## src/rtl/alu_pipe_pkg.sv

```systemverilog
// Shared constants for alu_pipe: opcode encodings, FSM state encoding and
// bit positions inside the flags vector.
package alu_pipe_pkg;

  localparam logic [3:0] OP_ADD  = 4'b0000;
  localparam logic [3:0] OP_SUB  = 4'b0001;
  localparam logic [3:0] OP_AND  = 4'b0010;
  localparam logic [3:0] OP_OR   = 4'b0011;
  localparam logic [3:0] OP_XOR  = 4'b0100;
  localparam logic [3:0] OP_NOR  = 4'b0101;
  localparam logic [3:0] OP_SLT  = 4'b0110;
  localparam logic [3:0] OP_SLTU = 4'b0111;
  localparam logic [3:0] OP_SLL  = 4'b1000;
  localparam logic [3:0] OP_SRL  = 4'b1001;
  localparam logic [3:0] OP_SRA  = 4'b1010;
  localparam logic [3:0] OP_MUL  = 4'b1011;

  typedef enum logic [1:0] {
    ST_IDLE = 2'd0,
    ST_BUSY = 2'd1,
    ST_DONE = 2'd2
  } state_e;

  localparam int FLAG_ZERO  = 3;
  localparam int FLAG_NEG   = 2;
  localparam int FLAG_CARRY = 1;
  localparam int FLAG_OVF   = 0;

endpackage

```

## src/rtl/alu_pipe_mul.sv

```systemverilog
// Unsigned shift-add multiplier: one partial product per clock for WIDTH clocks.
// done flags the cycle whose closing edge performs the final step.
module alu_pipe_mul #(
  parameter int WIDTH = 4
) (
  input  logic                 clk,
  input  logic                 rst_n,
  input  logic                 start,
  input  logic [WIDTH-1:0]     a,
  input  logic [WIDTH-1:0]     b,
  output logic                 done,
  output logic [2*WIDTH-1:0]   product
);

  localparam int CW = $clog2(WIDTH + 1);
  localparam logic [CW-1:0] STEPS = CW'(WIDTH);

  logic [2*WIDTH-1:0] mcand;
  logic [WIDTH-1:0]   mplier;
  logic [CW-1:0]      cnt;

  always_ff @(posedge clk or negedge rst_n) begin
    if (!rst_n) begin
      product <= '0;
      mcand   <= '0;
      mplier  <= '0;
      cnt     <= '0;
    end else if (start) begin
      product <= '0;
      mcand   <= {{WIDTH{1'b0}}, a};
      mplier  <= b;
      cnt     <= STEPS;
    end else if (cnt != '0) begin
      if (mplier[0]) product <= product + mcand;
      mcand  <= mcand << 1;
      mplier <= mplier >> 1;
      cnt    <= cnt - CW'(1);
    end
  end

  // product stays frozen once cnt reaches zero, until the next start
  assign done = (cnt == CW'(1));

endmodule

```

## src/rtl/alu_pipe.sv

```systemverilog
// Handshaked ALU: single-cycle datapath for logic/arith/shift ops, a
// multi-cycle shift-add multiplier for MUL, results held until consumed.
module alu_pipe
  import alu_pipe_pkg::*;
#(
  parameter int WIDTH = 4
) (
  input  logic                 clk,
  input  logic                 rst_n,
  input  logic                 in_valid,
  output logic                 in_ready,
  input  logic [2*WIDTH-1:0]   op,
  input  logic [3:0]           aluc,
  output logic                 out_valid,
  input  logic                 out_ready,
  output logic [WIDTH-1:0]     res,
  output logic [WIDTH-1:0]     res_hi,
  output logic [3:0]           flags,
  output logic                 err
);

  localparam int SW = $clog2(WIDTH);

  state_e state, state_nx;

  logic [WIDTH-1:0]   a, b;
  logic [SW-1:0]      sh;
  logic               accept, is_mul, mul_done, sel_mul;
  logic [2*WIDTH-1:0] product;
  logic [WIDTH:0]     sum, diff;
  logic [WIDTH-1:0]   d_res, res_q;
  logic               d_carry, d_ovf, d_err, err_q;
  logic [3:0]         flags_q, mul_flags;

  assign a        = op[2*WIDTH-1:WIDTH];
  assign b        = op[WIDTH-1:0];
  assign sh       = b[SW-1:0];
  assign is_mul   = (aluc == OP_MUL);
  assign in_ready = (state == ST_IDLE) || ((state == ST_DONE) && out_ready);
  assign accept   = in_valid && in_ready;
  assign out_valid = (state == ST_DONE);

  always_ff @(posedge clk or negedge rst_n) begin
    if (!rst_n) state <= ST_IDLE;
    else        state <= state_nx;
  end

  always_comb begin
    state_nx = state;
    case (state)
      ST_IDLE: if (accept) state_nx = is_mul ? ST_BUSY : ST_DONE;
      ST_BUSY: if (mul_done) state_nx = ST_DONE;
      ST_DONE: begin
        if (accept)         state_nx = is_mul ? ST_BUSY : ST_DONE;
        else if (out_ready) state_nx = ST_IDLE;
      end
      default: state_nx = ST_IDLE;
    endcase
  end

  always_comb begin
    sum     = {1'b0, a} + {1'b0, b};
    diff    = {1'b0, a} - {1'b0, b};
    d_res   = '0;
    d_carry = 1'b0;
    d_ovf   = 1'b0;
    d_err   = 1'b0;
    case (aluc)
      OP_ADD: begin
        d_res   = sum[WIDTH-1:0];
        d_carry = sum[WIDTH];
        d_ovf   = (a[WIDTH-1] == b[WIDTH-1]) && (sum[WIDTH-1] != a[WIDTH-1]);
      end
      OP_SUB: begin
        d_res   = diff[WIDTH-1:0];
        d_carry = diff[WIDTH];
        d_ovf   = (a[WIDTH-1] != b[WIDTH-1]) && (diff[WIDTH-1] != a[WIDTH-1]);
      end
      OP_AND:  d_res = a & b;
      OP_OR:   d_res = a | b;
      OP_XOR:  d_res = a ^ b;
      OP_NOR:  d_res = ~(a | b);
      OP_SLT:  d_res = {{(WIDTH-1){1'b0}}, ($signed(a) < $signed(b))};
      OP_SLTU: d_res = {{(WIDTH-1){1'b0}}, (a < b)};
      OP_SLL:  d_res = a << sh;
      OP_SRL:  d_res = a >> sh;
      OP_SRA:  d_res = $signed(a) >>> sh;
      OP_MUL:  d_res = '0;
      default: d_err = 1'b1;
    endcase
  end

  always_ff @(posedge clk or negedge rst_n) begin
    if (!rst_n) begin
      res_q   <= '0;
      flags_q <= '0;
      err_q   <= 1'b0;
    end else if (accept && !is_mul) begin
      res_q                <= d_res;
      flags_q[FLAG_ZERO]   <= (d_res == '0);
      flags_q[FLAG_NEG]    <= d_res[WIDTH-1];
      flags_q[FLAG_CARRY]  <= d_carry;
      flags_q[FLAG_OVF]    <= d_ovf;
      err_q                <= d_err;
    end
  end

  // MUL results are read straight from the frozen multiplier accumulator
  always_ff @(posedge clk or negedge rst_n) begin
    if (!rst_n)      sel_mul <= 1'b0;
    else if (accept) sel_mul <= is_mul;
  end

  always_comb begin
    mul_flags             = '0;
    mul_flags[FLAG_ZERO]  = (product == '0);
    mul_flags[FLAG_NEG]   = product[2*WIDTH-1];
  end

  assign res    = sel_mul ? product[WIDTH-1:0]       : res_q;
  assign res_hi = sel_mul ? product[2*WIDTH-1:WIDTH] : '0;
  assign flags  = sel_mul ? mul_flags                : flags_q;
  assign err    = sel_mul ? 1'b0                     : err_q;

  alu_pipe_mul #(.WIDTH(WIDTH)) u_mul (
    .clk     (clk),
    .rst_n   (rst_n),
    .start   (accept && is_mul),
    .a       (a),
    .b       (b),
    .done    (mul_done),
    .product (product)
  );

endmodule

```

## config.mk

```make
export PLATFORM = sky130hd
export DESIGN_NAME = alu_pipe
export DESIGN_NICKNAME = d
export VERILOG_FILES = /design/src/rtl/alu_pipe_pkg.sv /design/src/rtl/alu_pipe_mul.sv /design/src/rtl/alu_pipe.sv
export SDC_FILE = /design/constraint.sdc
export NUM_CORES = 1
export LEC_CHECK = 0
export BUFFER_PORTS_ARGS = -buffer_cell sky130_fd_sc_hd__buf_2
export CELL_PAD_IN_SITES_DETAIL_PLACEMENT = 1
export CELL_PAD_IN_SITES_GLOBAL_PLACEMENT = 1
export CORE_MARGIN = 2
export CORE_UTILIZATION = 35
export CTS_CLUSTER_SIZE = 12
export DETAILED_ROUTE_END_ITERATION = 8
export GPL_TIMING_DRIVEN = 0
export MAX_ROUTING_LAYER = met4
export PLACE_DENSITY_LB_ADDON = 0.1
export REMOVE_ABC_BUFFERS = 1
export SLEW_MARGIN = 20
export SYNTH_ARGS = -nofsm -noshare
export SYNTH_HDL_FRONTEND = slang
export SYNTH_SLANG_ARGS = --single-unit
export TNS_END_PERCENT = 20
```

## constraint.sdc

```tcl
create_clock -name clk -period 2.2 [get_ports clk]
set_input_delay 0.11 -clock clk [delete_from_list [all_inputs] [get_ports clk]]
set_output_delay 0.11 -clock clk [all_outputs]
set_load 0.02 [all_outputs]
```

; Word-level counts from Yosys, hierarchy flattened
; Cells that the tools add are included.
[word_totals]
ramBits = 0
mem_bits_ro = 0
latch_bits = 0
regBits = 35
memories = 0
[classes]
reduce_logical = 18
muxes = 23
mul = 0
bitwise_logic = 4
n_addsub = 4
n_div = 0
eq_ne = 21
order_cmp = 2
n_shift = 3
[ops]
columns = cell, n
row1 = $pmux W4 S11, 1
row2 = $mux W8, 5
row3 = $mux W4, 5
row4 = $eq A4 B3 Y1 const B, 4
row5 = $eq A4 B4 Y1 const B, 4
row6 = $reduce_or A12 Y1, 1
row7 = $mux W2, 5
row8 = $add A8 B8 Y8, 1
row9 = $eq A4 B2 Y1 const B, 2
row10 = $logic_not A4 Y1, 2
row11 = $logic_not A8 Y1, 1
row12 = $lt A4 B4 Y1, 2
row13 = $logic_and A1 B1 Y1, 6
row14 = $mux W3, 2
row15 = $pmux W2 S3, 1
row16 = $add A4 B4 Y5, 1
row17 = $sub A4 B4 Y5, 1
row18 = $and A4 B4 Y4, 1
row19 = $eq A4 B1 Y1 const B, 1
row20 = $ne A2 B2 Y1 const B, 2
row21 = $not A4 Y4, 1
row22 = $or A4 B4 Y4, 1
row23 = $pmux W1 S2, 2
row24 = $reduce_bool A2 Y1, 2
row25 = 18 further kinds, 21

; Logic depth before layout (Yosys ltp)
; Gate-level depths: netlist (run 1).
[depth]
word_depth = 7
depth_mapped = 10

; Cells and area by module
; A second synthesis (run 1) with hierarchy kept.
[hier_totals]
cells_unflattened = 332
area_unflattened_um2 = 2834.0
[modules_own_cells]
columns = mod, area_per_inst_um2, cells_each, instances
row1 = alu_pipe, 1517.7, 191, 1
row2 = alu_pipe_mul, 1316.3, 141, 1

; Least setup slack after synthesis (run 1)
; OpenSTA, ideal clock, no wires.
[synth_timing]
kind = input to register
start = in op[1]
end = reg flags_q[3]
arrival_ps = 2304
stages = 9
t_required_ps = 2132
n_path_buf = 1
setup_slack_ps = -172
path_cell_list = clkbuf_1 -> inv_1 -> ha_1 -> or2_2 -> a22oi_1 -> mux2i_1 -> xor2_1 -> a2111oi_0 -> a32o_1
[synth_between]
elab_chain_len = 4
elab_cells_between_ends = 13
[synth_lines]
columns = item, line
row1 = start: declaration, alu_pipe.sv:12  ; input logic [2*WIDTH-1:0] op,
row2 = branches (longest 2 deep; another with $sub A4 B4 Y5), --
row3 = $pmux W4 S11 *, alu_pipe.sv:68  ; case (aluc)
row4 = $logic_not A4 Y1 *, alu_pipe.sv:100  ; flags_q[FLAG_ZERO] <= (d_res == '0);
row5 = end signal: indexed assignment, alu_pipe.sv:100
row6 = end signal: indexed assignment, alu_pipe.sv:101  ; flags_q[FLAG_NEG] <= d_res[WIDTH-1];
row7 = end signal: indexed assignment, alu_pipe.sv:102  ; flags_q[FLAG_CARRY] <= d_carry;
row8 = end: declaration, alu_pipe.sv:33  ; logic [3:0] flags_q, mul_flags;
; Mark *: on every way between the ends.
; A chain may end at the register's enable or synchronous reset.

; Worst setup path after layout (run 1)
[layout_timing]
start = in op[0]
end = reg flags_q[3]
; The elaborated chain is that of the path after synthesis.

==> summary.txt, run 1 <==
Final layout
  – # diodes: 0
  – Layout area overhead: 14.9%
  – Fin nets: 393
  – Filler cells: 942
  – Reg area: 852 µm²
  – Layout cells sized above 1: 17.7%
  – Multi-input combinational cell area: 1830 µm²
  – Fin util: 41.5%

Route
  – DR DRC count: 0
  – Wirelength per Cell: 16.7 µm
  – Initial DRC count: 63
  – Routed via count: 2,418
  – ANT nets after route: 0
  – 1st-pass router iterations: 4
  – Total wire length: 7.57 mm
  – Vias per inst: 5.34

CTS
  – CTS tree: built
  – H-tree depth: 2
  – Num CTS Buffers: 5
  – CTS sink cnt: 34
  – Root Driver: clkbuf_8
  – CTS Buffer Depth: 2
  – Clock transition at path regs: 0.07 ns
  – Worst skew pair latency: 0.29 ns

Worst setup path
  – Worst path cell trace: buf_2, ha_1, inv_1, fa_1, mux4_1, o22ai_1, a22oi_1, a32o_1
  – CP startpoint kind: primary input
  – CP endpoint kind: register
  – Worst EP required: 2.36 ns
  – CP max-delay cell: mux4_1
  – CP arrival: 2.25 ns
  – WS Path Type: primary input to register
  – Largest stage delay, worst path: 0.49 ns
  – Crit path max fanout: 13

Timing
  – F_max: 0.479 GHz
  – Crit share post-route: 95.0%
  – Final Hold Viols: 0
  – Worst Tran Pin Value: 0.813 ns
  – Unrepaired setup endpoints after global routing: true
  – Finish-stage setup viols: 0
  – Final Max Tran Viols: 0
  – Slew headroom: 45.6%
  – Post-layout min period: 2.09 ns
  – Worst setup margin: 0.110 ns
  – Worst Clk Skew: 0.0158 ns
  – Fin Hold WS: 0.0877 ns

Job
  – Max_cap viols: 0

Floorplanning
  – Die ar.: 8660 µm²
  – Io pins: 31
  – Core area: 7690 µm²
  – Horiz. Die Dim: 93.0 µm
  – Row cnt: 32
  – Die H: 93.0 µm
  – Starting Density: 36.1%

Power and ir drop
  – Leakage power: 0.00146 µW
  – Power per cell area: 757 nW/µm²
  – Combinational share of power: 37.8%
  – Peak VDD IR: 0.302 mV
  – Sw frac: 37.4%
  – Seq pwr share: 37.5%
  – Internal power: 1510 µW
  – Psw: 903 µW
  – Clk pwr share: 24.8%

Yosys
  – Area contributors post-synth: dfrtp_1, ha_1, nand2_1, mux2i_1, nor2_1
  – Mapped Area: 2780 µm²
  – Synth cell types: 60
  – Top FF cell, synth: dfrtp_1
  – Synthesized area per cell: 8.38 µm²
  – YS warnings: 0
  – Seq/Total Area, Yosys: 30.7%
  – Top-area cell type share of the netlist area: 30.7%
  – Post-synth ARST share: 100%
  – Post-synth EDFFs: 0
  – Synth Instances: 331
  – Largest area contributor in the netlist: dfrtp_1
  – Seq cells post-synth: 34

Global routing
  – Total gr overflow: 0
  – Vias in the first global route: 2,475
  – Total Routing Usage GR: 18.8%
  – Largest net degree at the start of global routing: 36
  – Initial antenna violation count: 0
  – First-pass GRT wire length: 12.5 mm

Status
  – Outcome: finished clean

Worst hold path
  – Hold Crit Class: primary input to register

Place
  – Post-Place Worst Slack: -0.670 ns
  – Routability Congestion: 0.775
  – Placed wire-length estimate: 5.53 mm
  – IO buf count: 30
timing repair:
item | in CTS | in global routing
setup endpoints to repair | 4 | 11
pin swaps | 0 | 3
buffers inserted | 1 | 0
endpoints found under the hold margin | 34 | 0
gates cloned | 0 | 1
hold buffers | 1 | 0
gates resized for setup | 9 | 11
worst paths after layout:
kind	from	cells after the start	slack (ns)	to
min in group asynchronous	rst_n	2	0.44	u_mul.product[0]$_DFFE_PN0P_
hold / removal	op[3]	3	0.09	u_mul.mplier[3]$_DFFE_PN0P_
max in group asynchronous	rst_n	2	1.23	u_mul.product[1]$_DFFE_PN0P_
hold reg to reg	res_q[1]$_DFFE_PN0P_	2	0.48	res_q[1]$_DFFE_PN0P_
setup / recovery	op[0]	8	0.11	flags_q[3]$_DFFE_PN0P_
setup reg to reg	u_mul.product[0]$_DFFE_PN0P_	9	0.14	u_mul.product[6]$_DFFE_PN0P_
cell type report:
cell class / count / share of cell area (%)
well taps: 102 / 4.00
repair buffers: 32 / 5.41
flip-flops and latches: 34 / 26.7
multi-input cells: 255 / 57.5
inverters: 23 / 2.82
clock inverters: 1 / 0.942
clock buffers: 6 / 2.59
power groups by stage:
stage                     sequential [µW]  combinational [µW]  clock, µW
after floorplan                       863                 642          0
after global placement                913                 863          0
after detailed placement              920                 882          0
after CTS                             909                 900        619
after global routing                  930                1040        641
final                                 905                 911        597
metal layers:
metal	share of wire (%)	vias up	wire, µm	GRT usage, %
met5	0	-	0	-
met4	0.83	0	63	3.43
met3	1.8	5	137	2.50
met2	48	29	3650	31.0
met1	49	1185	3720	25.2
li1	-	1199	-	-
cells by family (layout without fill, tap and decap cells):
group           Yosys count  after routing  share of synthesized area [%]
fa+ha+maj                26             26                           12.5
xor+xnor                  7              7                           2.21
buf+inv                  43             62                           6.09
flops                    34             34                           30.7
simple gates            125            126                           22.1
compound gates           78             78                           18.7
mux                      18             18                           7.71
cells in the mapped netlist, types with 2 or more instances:
cell / count
buf_2: 3
nor2b_1: 11
o211ai_1: 4
nand2b_1: 7
nor4b_1: 2
and2_1: 4
xnor2_1: 4
mux2i_1: 12
a21o_1: 2
dfrtp_1: 34
mux2_2: 4
o21a_1: 2
a22oi_1: 2
o31a_1: 2
nand4b_1: 2
fa_1: 3
nand3_1: 10
inv_1: 23
a21oi_1: 17
xor2_1: 3
a221oi_1: 2
and3_1: 2
a211oi_1: 3
o21ai_0: 22
a21boi_0: 2
nor4_1: 3
a32o_1: 2
nand2_1: 39
buf_1: 2
nor2_1: 31
clkbuf_1: 14
o22ai_1: 2
ha_1: 23
nor3_1: 7
critical path: cells and delay by family:
| family | cells | cell delay [ns] |
|---|---|---|
| multiplexers | 1 | 0.49 |
| AO/OA/AOI/OAI | 3 | 0.64 |
| adder cells (fa/ha/maj) | 2 | 0.71 |
| buffers and inverters | 2 | 0.31 |
placed cells by master, fill, tap and decap left out, types with 6 or more instances in the layout:
master,instances
nand2b_1,6
ha_1,21
mux2i_1,12
nor2_1,31
nor3_1,7
buf_2,28
dfrtp_1,33
a21oi_1,16
inv_1,22
o21ai_0,20
nand2_1,37
nand3_1,10
nor2b_1,8
clkbuf_8,6
flip-flops by register name (all words and copies together) (netlist names):
register,cells
err_q,1
flags_q,4
res_q,3
sel_mul,1
state,2
u_mul.cnt,3
u_mul.mcand,8
u_mul.mplier,4
u_mul.product,8
stage by stage:
stage          instances  total power (µW)  instance area [µm²]  setup TNS (ns)
2_1_floorplan        311              1500                 2690           -1.07
3_3_place_gp         443              1780                 2970          -23.23
3_5_place_dp         443              1800                 2980           -1.75
4_1_cts              452              2430                 3130         -0.0199
5_1_grt              453              2620                 3190         -0.0405
6_report             453              2410                 3190               0
(Power assumes the default switching activity.)
==> run 2, diff against run 1 <==
- BUFFER_PORTS_ARGS: -buffer_cell sky130_fd_sc_hd__buf_2 -> -buffer_cell sky130_fd_sc_hd__buf_4
- CORE_ASPECT_RATIO: default -> 0.5
==> run 2 against run 1 <==
  * First-iteration DRC count rose by 120%
  * Register-to-register slack got worse by 0.05 ns
  * Highest routed layer unchanged
  * Die area rose by 0.50%
  * Via count rose by 2.6%
  * Final area rose by 3.0%
  * Wire length rose by 4.6%
  * Critical path depth fell by 1
  * Combinational power rose by 3.3%
  * Final cell count rose by 1.3%
==> summary.txt, run 2 (synthesis results as in run 1) <==
Timing
  – Final Hold Viols: 0 (unchanged)
  – Worst Tran Pin Value: 0.840 ns (+0.0277 ns)
  – Final Max Tran Viols: 0 (unchanged)
  – Crit share post-route: 95.7% (+0.72 points)
  – Fin Hold WS: 0.0692 ns (-0.0185 ns)
  – F_max: 0.475 GHz (-0.75%)
  – Final setup TNS: 0 ns (unchanged)
  – Worst Clk Skew: 0.00410 ns (-0.0117 ns)
  – Unrepaired setup endpoints after global routing: true
  – Finish-stage setup viols: 0 (unchanged)
  – Slew headroom: 43.7% (-1.9 points)
  – Post-layout min period: 2.11 ns (+0.0158 ns)

Floorplanning
  – Core area: 7510 µm² (-2.2%)
  – Starting Density: 36.9% (+0.83 points)
  – Horiz. Die Dim: 130 µm (+40%)
  – Die H: 67.0 µm (-28%)
  – Row cnt: 22 (-31%)
  – Die ar.: 8700 µm² (+0.50%)
  – Io pins: 31 (unchanged)

Worst setup path
  – CP max-delay cell: dfrtp_1
  – Worst path cell trace: ha_1, a21oi_1, o211ai_1, o41ai_2, mux2i_1, xor2_1, nor2_1
  – Worst EP required: 2.33 ns (-0.03 ns)
  – Crit path max fanout: 5 (-8)
  – WS Path Type: register to register
  – CP startpoint kind: register
  – CP endpoint kind: register
  – CP arrival: 2.23 ns (-0.02 ns)
  – Largest stage delay, worst path: 0.46 ns (-0.03 ns)
  – CP delay by family, top: compound AO/OA/AOI/OAI gates
  – Number of buffers and inverters on the critical path: 0 (-2)

Place
  – Routability Congestion: 0.822 (+6.1%)
  – Placed wire-length estimate: 5.59 mm (+1.1%)
  – Dpl cell area: 3060 µm² (+2.8%)
  – IO buf count: 30 (unchanged)

Route
  – Vias per inst: 5.41 (+1.3%)
  – 1st-pass router iterations: 4 (unchanged)
  – Total wire length: 7.92 mm (+4.6%)
  – Wirelength per Cell: 17.3 µm (+3.3%)
  – Routed via count: 2,481 (+2.6%)
  – DR DRC count: 0 (unchanged)
  – ANT nets after route: 0 (unchanged)
  – Initial DRC count: 139 (+120%)

Final layout
  – Fin nets: 392 (-0.25%)
  – Layout area overhead: 18.3%
  – # diodes: 0 (unchanged)
  – Final instance area: 3280 µm² (+3.0%)
  – Commonest cells after routing, fill and taps aside: nand2_1, dfrtp_1, nor2_1
  – Commonest non-fill, non-tap cell in the layout: nand2_1
  – Reg area: 852 µm² (unchanged)
  – Layout cells sized above 1: 17.1% (-0.57 points)
  – Biggest regs: u_mul.mcand (8), u_mul.product (8)
  – Filler cells: 919 (-2.4%)
  – Multi-input combinational cell area: 1820 µm² (-0.75%)

Power and ir drop
  – Combinational share of power: 36.6% (-1.2 points)
  – Clk pwr share: 27.9% (+3.1 points)
  – Leakage power: 0.00149 µW (+1.9%)
  – Seq pwr share: 35.4% (-2.1 points)
  – Sw frac: 37.0% (-0.40 points)
  – Peak VDD IR: 0.320 mV (+5.8%)
  – Psw: 951 µW (+5.3%)
  – Power per cell area: 782 nW/µm² (+3.4%)
  – Internal power: 1620 µW (+7.2%)

Status
  – Outcome: finished clean

CTS
  – Worst skew pair latency: 0.28 ns (about the same)
  – CTS Buffer Depth: 2 (unchanged)
  – Setup Buffers After CTS: 0 (-1)
  – CTS tree: built
  – H-tree depth: 2 (unchanged)
  – CTS sink cnt: 34 (unchanged)
  – Root Driver: clkbuf_16
  – Clock transition at path regs: 0.06 ns (about the same)
  – Num CTS Buffers: 5 (unchanged)

Global routing
  – Largest net degree at the start of global routing: 35 (-2.8%)
  – Total Routing Usage GR: 20.5% (+1.7 points)
  – Initial antenna violation count: 0 (unchanged)
  – Vias in the first global route: 2,585 (+4.4%)
  – Total gr overflow: 0 (unchanged)
  – First-pass GRT wire length: 13.3 mm (+6.7%)

Worst hold path
  – Hold Crit Class: primary input to register

Job
  – Max_cap viols: 0 (unchanged)
-- run 2: cell count changes in the layout (fill, tap and decap cells not counted), moves of 5 or more --
cell and change:
buf_2 -28, buf_4 +28, clkbuf_16 +5, clkbuf_8 -5
-- run 2: routing by layer --
metal	part of all wire, %	global-route usage, %
met5	0	-
met3	3.3	2.41
met4	1.1	5.24
met2	48	33.8
met1	48	27.1
-- run 2: through the flow --
stage / worst slack, ns / total power, µW / std cells / util, %
finish: 0.0945 / 2570 / 459 / 43.7
global route: -0.00329 / 2770 / 459 / 43.7
CTS: 0.0179 / 2570 / 459 / 43.4
detailed placement: -0.593 / 1830 / 449 / 40.7
global placement: -1.05 / 1790 / 449 / 40.6
floorplan: -0.282 / 1500 / 311 / -
-- run 2: area by class of cell --
type,instances,area share (%)
Multi-Input combinational cell,255,55.4
Sequential cell,34,25.9
Timing Repair Buffer,31,7.16
Clock buffer,6,4.23
Tap cell,108,4.11
Inverter,23,2.74
Clock inverter,2,0.381
-- run 2: path summary, 6_finish.rpt --
| path | from | endpoint | depth (start not counted) | slack, ns |
|---|---|---|---|---|
| worst max-delay path | u_mul.product[1]$_DFFE_PN0P_ | u_mul.product[7]$_DFFE_PN0P_ | 7 | 0.09 |
| worst min-delay path | op[3] | u_mul.mplier[3]$_DFFE_PN0P_ | 3 | 0.07 |
| worst max register to register | u_mul.product[1]$_DFFE_PN0P_ | u_mul.product[7]$_DFFE_PN0P_ | 7 | 0.09 |
| worst min register to register | flags_q[1]$_DFFE_PN0P_ | flags_q[1]$_DFFE_PN0P_ | 2 | 0.48 |
| max in group asynchronous | rst_n | u_mul.product[0]$_DFFE_PN0P_ | 2 | 1.53 |
| min in group asynchronous | rst_n | u_mul.product[1]$_DFFE_PN0P_ | 2 | 0.33 |
-- run 2: what timing repair did --
action | CTS | global route
endpoints found under the setup margin | 4 | 7
gates resized for setup | 8 | 7
pin swaps | 1 | 1
hold endpoints to repair | 34 | 0
hold buffers | 1 | 0
gates cloned | 1 | 0
-- run 2: power groups by stage --
| stage | Clock (µW) | Sequential [µW] | Combinational [µW] |
|---|---|---|---|
| 2_1_floorplan | 0 | 863 | 642 |
| 3_3_place_gp | 0 | 911 | 875 |
| 3_5_place_dp | 0 | 918 | 909 |
| 4_1_cts | 726 | 910 | 939 |
| 5_1_grt | 759 | 936 | 1070 |
| 6_report | 718 | 911 | 941 |
-- run 2: worst min-delay path: cells and delay by family --
family | cells | cell delay [ns]
buf+inv | 1 | 0.10
simple gates | 1 | 0.04
compound gates | 1 | 0.06
